`config.mk`:
```
export PLATFORM = sky130hd
export DESIGN_NAME = adma_dm_dst_axis
export DESIGN_NICKNAME = d
export VERILOG_FILES = /design/src/rtl/adma_pkg.sv /design/src/rtl/sync_fifo.sv /design/src/rtl/adma_dm_dst_axis.sv
export SDC_FILE = /design/constraint.sdc
export NUM_CORES = 1
export LEC_CHECK = 0
export BUFFER_PORTS_ARGS = -buffer_cell sky130_fd_sc_hd__clkbuf_2
export CAP_MARGIN = 25
export CORE_AREA = 8 8 247 249
export CTS_BUF_LIST = sky130_fd_sc_hd__clkbuf_16
export DETAILED_ROUTE_END_ITERATION = 7
export DIE_AREA = 0 0 255 257
export MAX_ROUTING_LAYER = met4
export SLEW_MARGIN = 20
export SYNTH_ARGS = -nofsm -noshare
export SYNTH_HDL_FRONTEND = slang
export SYNTH_SLANG_ARGS = --single-unit
```
`constraint.sdc`:
```
create_clock -name aclk -period 3 [get_ports aclk]
set_clock_uncertainty 0.15 [all_clocks]
set_input_delay 0.6 -clock aclk [delete_from_list [all_inputs] [get_ports aclk]]
set_output_delay 0.6 -clock aclk [all_outputs]
set_load 0.03 [all_outputs]
```
`src/rtl/adma_pkg.sv`:
```
// Shared types for the AXI DMA data movers: the per-transaction descriptor
// carried from the transaction engine to a mover.
package adma_pkg;

  localparam int unsigned ADMA_MST_ID_W  = 5;
  localparam int unsigned ADMA_ATX_LEN_W = 8;

  typedef struct packed {
    logic [ADMA_MST_ID_W-1:0]  id;
    logic [ADMA_ATX_LEN_W-1:0] len;
  } adma_desc_t;

endpackage

```
`src/rtl/sync_fifo.sv`:
```
// Single-clock FIFO with first-word fall-through read port. A push on a full
// FIFO is refused even when a pop happens in the same cycle.
module sync_fifo #(
  parameter int unsigned WIDTH = 8,
  parameter int unsigned DEPTH = 4
) (
  input  logic             clk_i,
  input  logic             rst_ni,
  input  logic             push_i,
  input  logic [WIDTH-1:0] wdata_i,
  input  logic             pop_i,
  output logic [WIDTH-1:0] rdata_o,
  output logic             full_o,
  output logic             empty_o
);

  localparam int unsigned AW = (DEPTH > 1) ? $clog2(DEPTH) : 1;
  localparam int unsigned CW = $clog2(DEPTH + 1);

  logic [WIDTH-1:0] mem_q [DEPTH];
  logic [AW-1:0]    wr_ptr_q, wr_ptr_d;
  logic [AW-1:0]    rd_ptr_q, rd_ptr_d;
  logic [CW-1:0]    cnt_q, cnt_d;
  logic             push_ok, pop_ok;

  function automatic logic [AW-1:0] ptr_inc(input logic [AW-1:0] ptr);
    return (ptr == AW'(DEPTH - 1)) ? '0 : ptr + 1'b1;
  endfunction

  assign full_o  = (cnt_q == CW'(DEPTH));
  assign empty_o = (cnt_q == '0);
  assign push_ok = push_i && !full_o;
  assign pop_ok  = pop_i && !empty_o;
  assign rdata_o = mem_q[rd_ptr_q];

  always_comb begin
    wr_ptr_d = wr_ptr_q;
    rd_ptr_d = rd_ptr_q;
    cnt_d    = cnt_q;
    if (push_ok) wr_ptr_d = ptr_inc(wr_ptr_q);
    if (pop_ok)  rd_ptr_d = ptr_inc(rd_ptr_q);
    case ({push_ok, pop_ok})
      2'b10:   cnt_d = cnt_q + 1'b1;
      2'b01:   cnt_d = cnt_q - 1'b1;
      default: cnt_d = cnt_q;
    endcase
  end

  always_ff @(posedge clk_i or negedge rst_ni) begin
    if (!rst_ni) begin
      wr_ptr_q <= '0;
      rd_ptr_q <= '0;
      cnt_q    <= '0;
    end else begin
      wr_ptr_q <= wr_ptr_d;
      rd_ptr_q <= rd_ptr_d;
      cnt_q    <= cnt_d;
    end
  end

  // Storage carries no reset; emptiness is tracked by the counter alone.
  always_ff @(posedge clk_i) begin
    if (push_ok) mem_q[wr_ptr_q] <= wdata_i;
  end

endmodule

```
`src/rtl/adma_dm_dst_axis.sv`:
```
// Destination-side AXI-Stream mover: frames DMA write-data beats with tid and
// tlast from queued descriptors and reports each finished transaction by ID.
module adma_dm_dst_axis
  import adma_pkg::*;
#(
  parameter int unsigned DMA_CHN_NUM      = 4,
  parameter int unsigned ATX_DST_DATA_W   = 256,
  parameter int unsigned ATX_DST_BYTE_AMT = ATX_DST_DATA_W / 8,
  parameter int unsigned DST_TDEST_W      = 2,
  parameter int unsigned MST_ID_W         = ADMA_MST_ID_W,
  parameter int unsigned ATX_LEN_W        = ADMA_ATX_LEN_W,
  parameter int unsigned ATX_NUM_OSTD     = DMA_CHN_NUM
) (
  input  logic                        aclk,
  input  logic                        aresetn,
  input  logic [MST_ID_W-1:0]         atx_awid,
  input  logic [ATX_LEN_W-1:0]        atx_awlen,
  input  logic                        atx_vld,
  output logic                        atx_rdy,
  input  logic [ATX_DST_DATA_W-1:0]   atx_wdata,
  input  logic [ATX_DST_BYTE_AMT-1:0] atx_wstrb,
  input  logic                        atx_wdata_vld,
  output logic                        atx_wdata_rdy,
  output logic [MST_ID_W-1:0]         atx_done_id,
  output logic                        atx_done_vld,
  output logic [DMA_CHN_NUM-1:0]      atx_dst_err,
  output logic [MST_ID_W-1:0]         m_tid_o,
  output logic [DST_TDEST_W-1:0]      m_tdest_o,
  output logic [ATX_DST_DATA_W-1:0]   m_tdata_o,
  output logic [ATX_DST_BYTE_AMT-1:0] m_tkeep_o,
  output logic [ATX_DST_BYTE_AMT-1:0] m_tstrb_o,
  output logic                        m_tlast_o,
  output logic                        m_tvalid_o,
  input  logic                        m_tready_i
);

  // Handshakes: a transfer happens on a rising edge where valid and ready are
  // both high; a raised valid and its payload stay put until that transfer.

  adma_desc_t desc_in, head;
  logic       fifo_full, fifo_empty, fifo_pop;
  logic       out_free, beat_acc, is_last;

  logic [ATX_LEN_W-1:0]        cnt_q, cnt_d;
  logic                        tvalid_q, tvalid_d;
  logic                        tlast_q, tlast_d;
  logic [MST_ID_W-1:0]         tid_q, tid_d;
  logic [ATX_DST_DATA_W-1:0]   tdata_q, tdata_d;
  logic [ATX_DST_BYTE_AMT-1:0] tkeep_q, tkeep_d;
  logic [ATX_DST_BYTE_AMT-1:0] tstrb_q, tstrb_d;
  logic                        done_vld_q, done_vld_d;
  logic [MST_ID_W-1:0]         done_id_q, done_id_d;

  assign desc_in = '{id: atx_awid, len: atx_awlen};

  sync_fifo #(
    .WIDTH ($bits(adma_desc_t)),
    .DEPTH (ATX_NUM_OSTD)
  ) u_desc_fifo (
    .clk_i   (aclk),
    .rst_ni  (aresetn),
    .push_i  (atx_vld),
    .wdata_i (desc_in),
    .pop_i   (fifo_pop),
    .rdata_o (head),
    .full_o  (fifo_full),
    .empty_o (fifo_empty)
  );

  // The output slot frees up in the same cycle its beat is taken downstream.
  assign out_free      = !tvalid_q || m_tready_i;
  assign atx_rdy       = !fifo_full;
  assign atx_wdata_rdy = !fifo_empty && out_free;
  assign beat_acc      = atx_wdata_vld && atx_wdata_rdy;
  assign is_last       = (cnt_q == head.len);
  assign fifo_pop      = beat_acc && is_last;

  always_comb begin
    cnt_d      = cnt_q;
    tvalid_d   = tvalid_q;
    tlast_d    = tlast_q;
    tid_d      = tid_q;
    tdata_d    = tdata_q;
    tkeep_d    = tkeep_q;
    tstrb_d    = tstrb_q;
    done_vld_d = tvalid_q && m_tready_i && tlast_q;
    done_id_d  = done_id_q;
    if (done_vld_d) done_id_d = tid_q;
    if (beat_acc) begin
      cnt_d    = is_last ? '0 : cnt_q + 1'b1;
      tvalid_d = 1'b1;
      tlast_d  = is_last;
      tid_d    = head.id;
      tdata_d  = atx_wdata;
      tkeep_d  = '1;
      tstrb_d  = atx_wstrb;
    end else if (m_tready_i) begin
      tvalid_d = 1'b0;
    end
  end

  always_ff @(posedge aclk or negedge aresetn) begin
    if (!aresetn) begin
      cnt_q      <= '0;
      tvalid_q   <= 1'b0;
      tlast_q    <= 1'b0;
      tid_q      <= '0;
      tdata_q    <= '0;
      tkeep_q    <= '0;
      tstrb_q    <= '0;
      done_vld_q <= 1'b0;
      done_id_q  <= '0;
    end else begin
      cnt_q      <= cnt_d;
      tvalid_q   <= tvalid_d;
      tlast_q    <= tlast_d;
      tid_q      <= tid_d;
      tdata_q    <= tdata_d;
      tkeep_q    <= tkeep_d;
      tstrb_q    <= tstrb_d;
      done_vld_q <= done_vld_d;
      done_id_q  <= done_id_d;
    end
  end

  assign m_tvalid_o   = tvalid_q;
  assign m_tlast_o    = tlast_q;
  assign m_tid_o      = tid_q;
  assign m_tdata_o    = tdata_q;
  assign m_tkeep_o    = tkeep_q;
  assign m_tstrb_o    = tstrb_q;
  assign m_tdest_o    = '0;
  assign atx_done_vld = done_vld_q;
  assign atx_done_id  = done_id_q;
  assign atx_dst_err  = '0;

endmodule

```
==> results of run 1 <==
==> synth_stat cells, types with 3 or more instances <==
cell type	n	area, sq um
sky130_fd_sc_hd__nor2_1	9	33.78
sky130_fd_sc_hd__o21ai_0	3	15.01
sky130_fd_sc_hd__mux2_2	6	67.56
sky130_fd_sc_hd__mux4_1	5	131.4
sky130_fd_sc_hd__inv_1	7	26.28
sky130_fd_sc_hd__xnor2_1	9	78.83
sky130_fd_sc_hd__clkbuf_1	61	229.0
sky130_fd_sc_hd__nand4_1	6	37.54
sky130_fd_sc_hd__buf_4	37	277.8
sky130_fd_sc_hd__buf_1	5	18.77
sky130_fd_sc_hd__xor2_1	8	70.07
sky130_fd_sc_hd__and3_1	5	31.28
sky130_fd_sc_hd__dfrtp_1	317	7933
sky130_fd_sc_hd__ha_1	7	87.58
sky130_fd_sc_hd__mux4_2	8	180.2
sky130_fd_sc_hd__edfxtp_1	52	1562
sky130_fd_sc_hd__nand2_1	886	3326
==> final timing paths <==
path	slack, ns	end	depth (start not counted)	startpoint
hold / removal	0.09	m_tdata_o[193]$_DFFE_PN0P_	3	atx_wdata[193]
setup / recovery	0.08	u_desc_fifo.cnt_q[2]$_DFFE_PN0P_	11	u_desc_fifo.rd_ptr_q[0]$_DFFE_PN0P_
min in group asynchronous	0.47	m_tstrb_o[28]$_DFFE_PN0P_	2	aresetn
max in group asynchronous	1.46	m_tdata_o[99]$_DFFE_PN0P_	3	aresetn
hold reg to reg	0.32	m_tdata_o[111]$_DFFE_PN0P_	2	m_tdata_o[111]$_DFFE_PN0P_
setup reg to reg	0.08	u_desc_fifo.cnt_q[2]$_DFFE_PN0P_	11	u_desc_fifo.rd_ptr_q[0]$_DFFE_PN0P_
==> through the flow <==
step	TNS (ns)	utilization	setup slack (ns)	cells	total power [W]
after global routing	-0.03874	0.3430	-0.03874	2866	0.02322
after global placement	-0.1344	0.3208	-0.1344	2790	0.01733
after CTS	0	0.3422	0.03293	2864	0.02219
after detailed placement	-0.1634	0.3208	-0.1634	2790	0.01752
after floorplan	0	-	0.02760	1455	0.01409
final	0	0.3430	0.07664	2866	0.02188
==> routing by layer <==
layer	vias to the layer above	wire (um)
met1	5573	18000
met2	482	22290
li1	5676	-
met5	-	0
met3	90	3839
met4	0	1676
==> report_power, final <==
part	internal (W)	switching, W	total [W]
registers	0.00704	0.00116	0.00820
clock network	0.00248	0.00200	0.00448
logic	0.00253	0.00666	0.00919
total	0.0121	0.00982	0.0219
==> worst max-delay path: cells and delay by family (launching register included) <==
kind / cells / cell delay, ns
mux: 1 / 0.51
buf+inv: 2 / 0.18
flops: 1 / 0.41
xor+xnor: 3 / 0.45
simple gates: 3 / 0.59
fa+ha+maj: 2 / 0.54
==> layout make-up <==
type,count,area share
clock inverter,30,0.008123
multi-input combinational,974,0.2183
inverter,7,0.001343
clock buffer,41,0.05245
timing repair buffer,679,0.1853
sequential,369,0.4854
tap,765,0.04893
antenna,1,0.0001279
==> placed cells by master (no fill, tap or decap), drive strengths merged, types with 2 or more instances in the layout <==
cell type	instances
or2	2
dfrtp	317
clkinv	18
ha	7
conb	6
edfxtp	52
nor3	3
clkbuf	680
o21ai	3
xor2	8
inv	19
xnor2	9
nand3	2
mux4	13
nand4	6
nand2	886
buf	39
mux2	8
nor2	9
and3	5
==> cells by family after synthesis <==
group,Yosys count
other,1
buffers and inverters,112
adder cells (fa/ha/maj),8
multiplexers,22
AO/OA/AOI/OAI,5
XOR/XNOR,17
flip-flops,369
AND/OR/NAND/NOR,916
==> registers in the layout, summed over array words and instances (netlist names) <==
register and count:
cnt_q 8, u_desc_fifo.wr_ptr_q 2, m_tkeep_o 1, u_desc_fifo.rd_ptr_q 2
m_tlast_o 1, u_desc_fifo.mem_q 52, m_tdata_o 256, atx_done_id 5
m_tstrb_o 32, m_tvalid_o 1, m_tid_o 5, u_desc_fifo.cnt_q 3
atx_done_vld 1
==> repair_timing <==
action	in CTS	in global routing
pin swaps	0	5
setup buffers	2	1
hold buffers	1	0
gates resized for setup	1	8
endpoints found under the setup margin	1	1
endpoints found under the hold margin	57	0
==> impl_metrics.toml, run 1 <==
[synthesis]
yosys_register_bits = 369
synth-simple-area-share = 0.2450
synth_area_per_cell_sq_um = 9.853
synth_xor_xnor_area_share = 0.01042
synth_area_in_compound_gates = 0.002102
synth-edff-count = 52
yosysWarnings = 0
dominantRegCellSynth = "sky130_fd_sc_hd__dfrtp_1"
synth-adder-area-share = 0.007532
seq_area_frac_synth = 0.6646
asyncSetResetFlopFracSynth = 0.8591
combinational_family_with_the_most_area_after_synthesis = "simple AND/OR/NAND/NOR gates"
mappedNetlistArea_sq_um = 14290
count_of_distinct_cell_types_in_the_synthesized_netlist = 32
postSynthCellCount = 1450
synth_mux_area_frac = 0.02934

[floorplan]
floorplan.initialDensity = 0.2505
die-height_um = 257
rows = 88
core_area_sq_um = 57030
die_width_um = 255
die_footprint_sq_um = 65540
top_level_pins = 647

[flow_run]
drv.max_cap_violation_count = 0

[drt]
drt-wirelength-per-cell_um = 15.98
drt_first_pass_iters = 5
vias = 11820
detail_route.wirelength_um = 45810
detailedRoute.firstIterationViolations = 729
antenna_left = 0
final_routed_drc_violation_total = 0
routed_via_density = 4.125

[global_route]
overflow = 0
grt_use_met3 = 0.03589
grtUsageMet2 = 0.2263
vias_in_the_first_global_route = 12510
number_of_antenna_violations_at_the_first_check_in_global_routing = 1
grt_pass1_wl_um = 69850
track_usage = 0.1364
grt_use_met1 = 0.1567
maximum_number_of_pins_on_one_net_before_global_route_repair = 153
top_usage_layer = "met2"

[final_layout]
final_nets = 2386
area.growth.synth_to_final_pct = 36.93
fill_cells = 5862
drive_gt1_frac = 0.3614
multi_input_comb_area_sq_um = 4270
layout.area.seq_sq_um = 9497
fin_area_sq_um = 19560

[worst_hold_path]
min-delay-path-class = "in -> reg"

[timing]
max_freq_mhz = 342.1
final.period_utilization = 0.9745
tightestPinTransition_ns = 0.9117
whs_ns = 0.08623
timing.final.max_slew_violations = 0
rsz_0062_raised_after_global_routing = "yes"
finalCriticalPeriod_ns = 2.923
count_of_final_setup_violators = 0
timing.final.hold_violations = 0
slew_headroom = 0.3922

[setup_path]
required_ns = 3.32
cp_data_arrival_time_ns = 3.25
timing.critical_path.cells = "buf_6 > mux4_2 > xnor2_1 > nand4_1 > nor3_4 > ha_2 > inv_2 > fa_2 > xor2_1 > nor2_1 > xor2_1"
worstSetupPathType = "reg -> reg"
worst-path-max-fanout = 6
cp_slowest_stage_delay_ns = 0.51
cp_common_cell = "sky130_fd_sc_hd__xor2_1"
critical_path.slowest_cell = "sky130_fd_sc_hd__mux4_2"
worst_setup_path_start_kind = "register"
critPathCaptureType = "register"

[cts]
cts_made_buffers = 41
clkTransAtPathRegs_ns = 0.06
cts_buffer_depth = 3
clkLatencyLatePin_ns = 0.55
tritoncts_sink_count = 369
cts_tree = "yes"
cts_root_buffer = "sky130_fd_sc_hd__clkbuf_16"
cts_htree_levels = 2

[placed_design]
hpwl_um = 34430
place.gp.congestion = 0.9651
portBuffers = 640
cell_area_after_placement_sq_um = 18300

[power]
cellPowerDensity_nw_per_um2 = 1118
cellLeakagePower_nw = 10.87
peakVddDrop_mv = 0.6264

[status]
outcome = "finished clean"
Power figures use the tool's default switching activity.
==> run 2, diff against run 1 <==
==> constraint.sdc (replaced) <==
create_clock -name aclk -period 2.4 [get_ports aclk]
set_clock_uncertainty 0.15 [all_clocks]
set_input_delay 0.48 -clock aclk [delete_from_list [all_inputs] [get_ports aclk]]
set_output_delay 0.48 -clock aclk [all_outputs]
set_load 0.03 [all_outputs]
==> impl_metrics.toml, run 2 (synthesis gave the netlist of run 1 again) <==
[status]
outcome = "complete, but fails checks"
violations = "negative setup slack"

[cts]
cts_made_buffers = 41
cts_tree = "yes"
clkLatencyLatePin_ns = 0.54
cts_root_buffer = "sky130_fd_sc_hd__clkbuf_16"
clkTransAtPathRegs_ns = 0.06
cts_buffer_depth = 3
tritoncts_sink_count = 369
cts_htree_levels = 2

[setup_path]
crit-reg2reg-launch = "u_desc_fifo.rd_ptr_q[0]$_DFFE_PN0P_"
ff2ff_setup_slack_ns = -0.44
cp_data_arrival_time_ns = 3.15
required_ns = 2.71
worstSetupPathType = "reg -> reg"
reg2regPathDepth = 11
critPathCaptureType = "register"
worst_setup_path_start_kind = "register"
r2r-end = "u_desc_fifo.cnt_q[2]$_DFFE_PN0P_"
worst-path-max-fanout = 5

[power]
cellPowerDensity_nw_per_um2 = 1265
p_comb_frac = 0.427
cellLeakagePower_nw = 12.25
p_int_w = 0.01622
fraction_of_power_consumed_by_sequential_logic = 0.356
report.power.total_w = 0.02874
switching_share = 0.4358
netSwitchingPower_w = 0.01252
power_frac_clock = 0.217
peakVddDrop_mv = 0.6163

[timing]
finalCriticalPeriod_ns = 2.845
max_freq_mhz = 351.5
tightestPinTransition_ns = 0.8462
count_of_final_setup_violators = 9
timing.final.hold_violations = 0
worst_slack_ns = -0.4448
final.period_utilization = 1.185
slew_headroom = 0.4359
rsz_0062_raised_after_global_routing = "yes"
timing.final.max_slew_violations = 0

[drt]
drt_first_pass_iters = 5
drt-wirelength-per-cell_um = 15.89
antenna_left = 0
wl_met1_um = 19240
met3WireLength_um = 4000
detail_route.wirelength_um = 50400
final_routed_drc_violation_total = 0
met2WireLength_um = 25510
top_signal_layer_used = "met4"
detailedRoute.firstIterationViolations = 675
routed_via_density = 4.215
vias = 13370

[placed_design]
place_worst_setup_slack_ns = -0.5688
place.gp.congestion = 0.9523
cell_area_after_placement_sq_um = 18640
hpwl_um = 35960
portBuffers = 640

[final_layout]
layout_commonest_cell = "sky130_fd_sc_hd__nand2_1"
finalCoreUtilization = 0.3984
final_nets = 2691
fin_area_sq_um = 22720
drive_gt1_frac = 0.3349
largest_register_ffs = 256
area.growth.synth_to_final_pct = 59.06
layout_common_cells = "sky130_fd_sc_hd__nand2_1 (885), sky130_fd_sc_hd__clkbuf_2 (639), sky130_fd_sc_hd__dfrtp_1 (315)"

[floorplan]
floorplan.initialDensity = 0.2505
die-height_um = 257
rows = 88
core_area_sq_um = 57030
top_level_pins = 647
die_width_um = 255
die_footprint_sq_um = 65540

[global_route]
overflow = 0
number_of_antenna_violations_at_the_first_check_in_global_routing = 3
grt_pass1_wl_um = 77650
maximum_number_of_pins_on_one_net_before_global_route_repair = 87
vias_in_the_first_global_route = 14480
track_usage = 0.1500

[flow_run]
drv.max_cap_violation_count = 0

[worst_hold_path]
timing.hold.worst_path_depth = 3
min-delay-path-class = "in -> reg"
hold-path-endpoint = "m_tdata_o[48]$_DFFE_PN0P_"
hold_path_startpoint = "atx_wdata[48]"
[run 2: power groups by stage]
stage | combinational, W | sequential (W) | clock [W]
2_1_floorplan | 0.00316 | 0.0145 | 0
3_3_place_gp | 0.0118 | 0.0102 | 0
3_5_place_dp | 0.0119 | 0.0103 | 0
4_1_cts | 0.0123 | 0.0102 | 0.00640
5_1_grt | 0.0132 | 0.0105 | 0.00663
6_report | 0.0123 | 0.0102 | 0.00623
[run 2: worst max-delay path: stages (launching register included)]
cell                      delay, ns
sky130_fd_sc_hd__dfrtp_2       0.44
sky130_fd_sc_hd__buf_4         0.14
sky130_fd_sc_hd__mux4_2        0.50
sky130_fd_sc_hd__xnor2_1       0.15
sky130_fd_sc_hd__nand4_1       0.18
sky130_fd_sc_hd__nor3_4        0.26
sky130_fd_sc_hd__ha_4          0.17
sky130_fd_sc_hd__inv_2         0.04
sky130_fd_sc_hd__fa_2          0.32
sky130_fd_sc_hd__xor2_1        0.15
sky130_fd_sc_hd__nor2_1        0.12
sky130_fd_sc_hd__xor2_1        0.16
[run 2: through the flow]
step / cells / TNS (ns) / hold WS [ns]
2_1_floorplan: 1455 / -1.009 / 0.03441
3_3_place_gp: 2828 / -1.198 / 0.2529
3_5_place_dp: 2828 / -1.107 / 0.2545
4_1_cts: 3167 / -2.668 / 0.001795
5_1_grt: 3172 / -6.759 / 0.001628
6_report: 3172 / -0.8504 / 0.02684
[run 2: final cells by class]
type	count	area, sq um
multi-input cells	974	4280
fillers	5486	34310
inverters	7	26.28
flip-flops and latches	369	9497
well taps	765	957.2
repair buffers	984	6638
diodes	3	7.507
clock buffers	41	1026
clock inverters	29	292.8
[run 2: worst max-delay path by stage]
stage	from	end	cells past startpoint
final	u_desc_fifo.rd_ptr_q[0]$_DFFE_PN0P_	u_desc_fifo.cnt_q[2]$_DFFE_PN0P_	11
after global placement	u_desc_fifo.rd_ptr_q[0]$_DFFE_PN0P_	u_desc_fifo.cnt_q[2]$_DFFE_PN0P_	11
after floorplan	u_desc_fifo.rd_ptr_q[0]$_DFFE_PN0P_	u_desc_fifo.cnt_q[2]$_DFFE_PN0P_	12
after CTS	u_desc_fifo.rd_ptr_q[0]$_DFFE_PN0P_	u_desc_fifo.cnt_q[2]$_DFFE_PN0P_	11
after global routing	u_desc_fifo.rd_ptr_q[0]$_DFFE_PN0P_	u_desc_fifo.cnt_q[2]$_DFFE_PN0P_	11
after detailed placement	u_desc_fifo.rd_ptr_q[0]$_DFFE_PN0P_	u_desc_fifo.cnt_q[2]$_DFFE_PN0P_	11
[run 2: timing repair]
action	CTS	global route
setup buffers	3	3
resized for setup	8	4
hold endpoints to repair	328	0
hold buffers	267	0
pin swaps	6	5
endpoints found under the setup margin	37	37
[run 2: per-layer routing]
layer  vias up  global-route usage
li1       6288                   -
met4         0             0.05404
met3       104             0.03306
met5         -                   -
met1      6407              0.1655
met2       571              0.2633
==> run 3, diff against run 2 <==
--- a/config.mk
+++ b/config.mk
@@ -5,13 +5,15 @@
 export SDC_FILE = /design/constraint.sdc
 export NUM_CORES = 1
 export LEC_CHECK = 0
+export ABC_AREA = 1
 export BUFFER_PORTS_ARGS = -buffer_cell sky130_fd_sc_hd__clkbuf_2
 export CAP_MARGIN = 25
-export CORE_AREA = 8 8 247 249
+export CORE_AREA = 8 8 243 245
 export CTS_BUF_LIST = sky130_fd_sc_hd__clkbuf_16
 export DETAILED_ROUTE_END_ITERATION = 7
-export DIE_AREA = 0 0 255 257
+export DIE_AREA = 0 0 251 253
 export MAX_ROUTING_LAYER = met4
+export SKIP_CTS_REPAIR_TIMING = 1
 export SLEW_MARGIN = 20
 export SYNTH_ARGS = -nofsm -noshare
 export SYNTH_HDL_FRONTEND = slang
==> impl_metrics.toml, run 3 <==
[cts]
clkTransAtPathRegs_ns = 0.06
tritoncts_sink_count = 369
cts_htree_levels = 2
cts_made_buffers = 40
cts_buffer_depth = 3
clkLatencyLatePin_ns = 0.54
cts_root_buffer = "sky130_fd_sc_hd__clkbuf_16"
cts_tree = "yes"

[synthesis]
synth_most_common_cell = "sky130_fd_sc_hd__nand2_1"
synth-edff-count = 52
post_synth_most_frequent_cells = "sky130_fd_sc_hd__nand2_1 (955), sky130_fd_sc_hd__dfrtp_1 (317), sky130_fd_sc_hd__edfxtp_1 (52)"
synth.largest_area_cell = "sky130_fd_sc_hd__dfrtp_1"
postSynthCellCount = 1590
asyncSetResetFlopFracSynth = 0.8591
yosysWarnings = 0
dominantRegCellSynth = "sky130_fd_sc_hd__dfrtp_1"
mappedNetlistArea_sq_um = 14630
yosys-top-cells-area = "sky130_fd_sc_hd__dfrtp_1 (54%), sky130_fd_sc_hd__nand2_1 (25%), sky130_fd_sc_hd__edfxtp_1 (11%)"
yosys_register_bits = 369
seq_area_frac_synth = 0.6489
post-synth-top-area-fraction = 0.5422
synth_area_per_cell_sq_um = 9.201
count_of_distinct_cell_types_in_the_synthesized_netlist = 30

[global_route]
vias_in_the_first_global_route = 13000
track_usage = 0.1484
number_of_antenna_violations_at_the_first_check_in_global_routing = 3
overflow = 0
grt_pass1_wl_um = 73800
maximum_number_of_pins_on_one_net_before_global_route_repair = 129

[power]
peakVddDrop_mv = 0.6209
power_frac_clock = 0.205
report.power.total_w = 0.02852
netSwitchingPower_w = 0.01298
p_comb_frac = 0.431
p_int_w = 0.01554
switching_share = 0.4552
cellPowerDensity_nw_per_um2 = 1291
cellLeakagePower_nw = 12.15
fraction_of_power_consumed_by_sequential_logic = 0.364

[setup_path]
reg2regPathDepth = 16
worstSetupPathType = "reg -> reg"
timing.critical_path.cells = "buf_6 > nand2_1 > nand3_1 > nand2_1 > nand2_1 > nand2_1 > nand2_1 > nor2_4 > nand3_4 > inv_2 > ha_1 > inv_1 > fa_2 > a21oi_1 > o21ai_1 > xor2_1"
cp_common_cell = "sky130_fd_sc_hd__nand2_1"
critPathCaptureType = "register"
critical_path_cell_count = 16
cpLargestDelayFamily = "simple AND/OR/NAND/NOR gates"
critical_path.slowest_cell = "sky130_fd_sc_hd__dfrtp_2"
worst_setup_path_start_kind = "register"
cp_slowest_stage_delay_ns = 0.44
timing.critical_path.buf_inv = 3
worst-path-max-fanout = 14
cp_data_arrival_time_ns = 2.79
required_ns = 2.67

[placed_design]
place.gp.congestion = 0.8809
dp_cells = 2881
hpwl_um = 36030
portBuffers = 640
place_worst_setup_slack_ns = -0.1771
cell_area_after_placement_sq_um = 18560

[drt]
drt_first_pass_iters = 5
drt-wirelength-per-cell_um = 16.09
vias = 13540
final_routed_drc_violation_total = 0
antenna_left = 0
routed_via_density = 4.250
detailedRoute.firstIterationViolations = 813
detail_route.wirelength_um = 51250

[timing]
final.period_utilization = 1.051
final_total_negative_setup_slack_ns = -0.1216
count_of_final_setup_violators = 1
finalCriticalPeriod_ns = 2.522
tightestPinTransition_ns = 0.6942
slew_headroom = 0.5372
rsz_0062_raised_after_global_routing = "yes"
worst_slack_ns = -0.1216
max_freq_mhz = 396.6
timing.final.hold_violations = 0
timing.final.max_slew_violations = 0

[final_layout]
drive_gt1_frac = 0.3126
area.growth.synth_to_final_pct = 51.02
layout.area.seq_sq_um = 9497
final_nets = 2752
multi_input_comb_area_sq_um = 4360
layout_commonest_cell = "sky130_fd_sc_hd__nand2_1"
layoutNonFillerInstCount = 3186
largest_register_ffs = 256
fill_cells = 5360
fin_area_sq_um = 22090
layout_common_cells = "sky130_fd_sc_hd__nand2_1 (955), sky130_fd_sc_hd__clkbuf_2 (639), sky130_fd_sc_hd__dfrtp_1 (315)"

[worst_hold_path]
min-delay-path-class = "in -> reg"
timing.hold.worst_path_depth = 3

[floorplan]
core_area_sq_um = 55520
top_level_pins = 647
floorplan.initialDensity = 0.2635
die-height_um = 253
rows = 87
die_footprint_sq_um = 63500
die_width_um = 251

[flow_run]
drv.max_cap_violation_count = 0

[status]
outcome = "complete, but fails checks"
violations = "negative setup slack"
==> run 3: changes by cell type in the layout (fill, tap and decap cells not counted), moves of 8 or more <==
cell	change
sky130_fd_sc_hd__nand3_1	+22
sky130_fd_sc_hd__mux4_2	-8
sky130_fd_sc_hd__dlygate4sd3_1	-40
sky130_fd_sc_hd__nand3_2	+10
sky130_fd_sc_hd__inv_1	+30
sky130_fd_sc_hd__nor2_1	+11
sky130_fd_sc_hd__nand2_1	+70
sky130_fd_sc_hd__buf_4	-28
sky130_fd_sc_hd__o21ai_0	+18
==> run 3: final timing paths <==
kind                                                           from                                  end  slack [ns]
worst max-delay path            u_desc_fifo.rd_ptr_q[0]$_DFFE_PN0P_     u_desc_fifo.cnt_q[2]$_DFFE_PN0P_       -0.12
worst min-delay path                                 atx_wdata[139]           m_tdata_o[139]$_DFFE_PN0P_      0.0006
worst max register to register  u_desc_fifo.rd_ptr_q[0]$_DFFE_PN0P_     u_desc_fifo.cnt_q[2]$_DFFE_PN0P_       -0.12
worst min register to register            m_tdata_o[78]$_DFFE_PN0P_            m_tdata_o[78]$_DFFE_PN0P_        0.33
max in group asynchronous                                   aresetn            m_tstrb_o[22]$_DFFE_PN0P_        1.02
min in group asynchronous                                   aresetn  u_desc_fifo.rd_ptr_q[0]$_DFFE_PN0P_        0.38
==> run 3: metal layers <==
metal	track usage	wire [um]	vias to the layer above
met5	-	0	-
met4	0.05437	1644	0
met3	0.04094	3672	101
met2	0.2409	25590	578
met1	0.1758	20340	6348
li1	-	-	6515
==> run 3: kinds of logic (layout without fill, tap and decap cells) <==
kind of cell	Yosys count	in the layout	synth area share
other cells	1	10	0.0002563
simple gates	1024	1024	0.2741
fa+ha+maj	8	8	0.007355
compound gates	32	32	0.01137
buf+inv	151	1026	0.05499
xor+xnor	5	5	0.002993
flops	369	369	0.6489
==> run 3: layout make-up <==
class | instances | area share
antenna | 4 | 0.0004530
clock buffer | 41 | 0.04644
clock inverter | 33 | 0.009570
inverter | 41 | 0.007418
multi-input combinational | 1075 | 0.1974
sequential | 369 | 0.4298
tap | 712 | 0.04032
timing repair buffer | 911 | 0.2686
==> run 3: through the flow <==
stage                     hold slack, ns    util
after floorplan                  0.03441       -
after CTS                        -0.2275  0.3567
after global routing            -0.01195  0.3979
after detailed placement          0.3137  0.3344
after global placement            0.3104  0.3344
final                          0.0005638  0.3980
==> run 3: worst reg2reg max path, stage by stage (launching register included) <==
cell	delay, ns
sky130_fd_sc_hd__dfrtp_2	0.44
sky130_fd_sc_hd__buf_6	0.17
sky130_fd_sc_hd__nand2_1	0.07
sky130_fd_sc_hd__nand3_1	0.10
sky130_fd_sc_hd__nand2_1	0.08
sky130_fd_sc_hd__nand2_1	0.05
sky130_fd_sc_hd__nand2_1	0.06
sky130_fd_sc_hd__nand2_1	0.08
sky130_fd_sc_hd__nor2_4	0.17
sky130_fd_sc_hd__nand3_4	0.09
sky130_fd_sc_hd__inv_2	0.05
sky130_fd_sc_hd__ha_1	0.13
sky130_fd_sc_hd__inv_1	0.06
sky130_fd_sc_hd__fa_2	0.34
sky130_fd_sc_hd__a21oi_1	0.14
sky130_fd_sc_hd__o21ai_1	0.09
sky130_fd_sc_hd__xor2_1	0.15
==> run 3: power groups by stage <==
stage | Combinational, W | Clock (W) | Sequential (W)
2_1_floorplan | 0.00336 | 0 | 0.0147
3_3_place_gp | 0.0119 | 0 | 0.0103
3_5_place_dp | 0.0121 | 0 | 0.0104
4_1_cts | 0.0121 | 0.00607 | 0.0103
5_1_grt | 0.0133 | 0.00632 | 0.0107
6_report | 0.0123 | 0.00585 | 0.0104
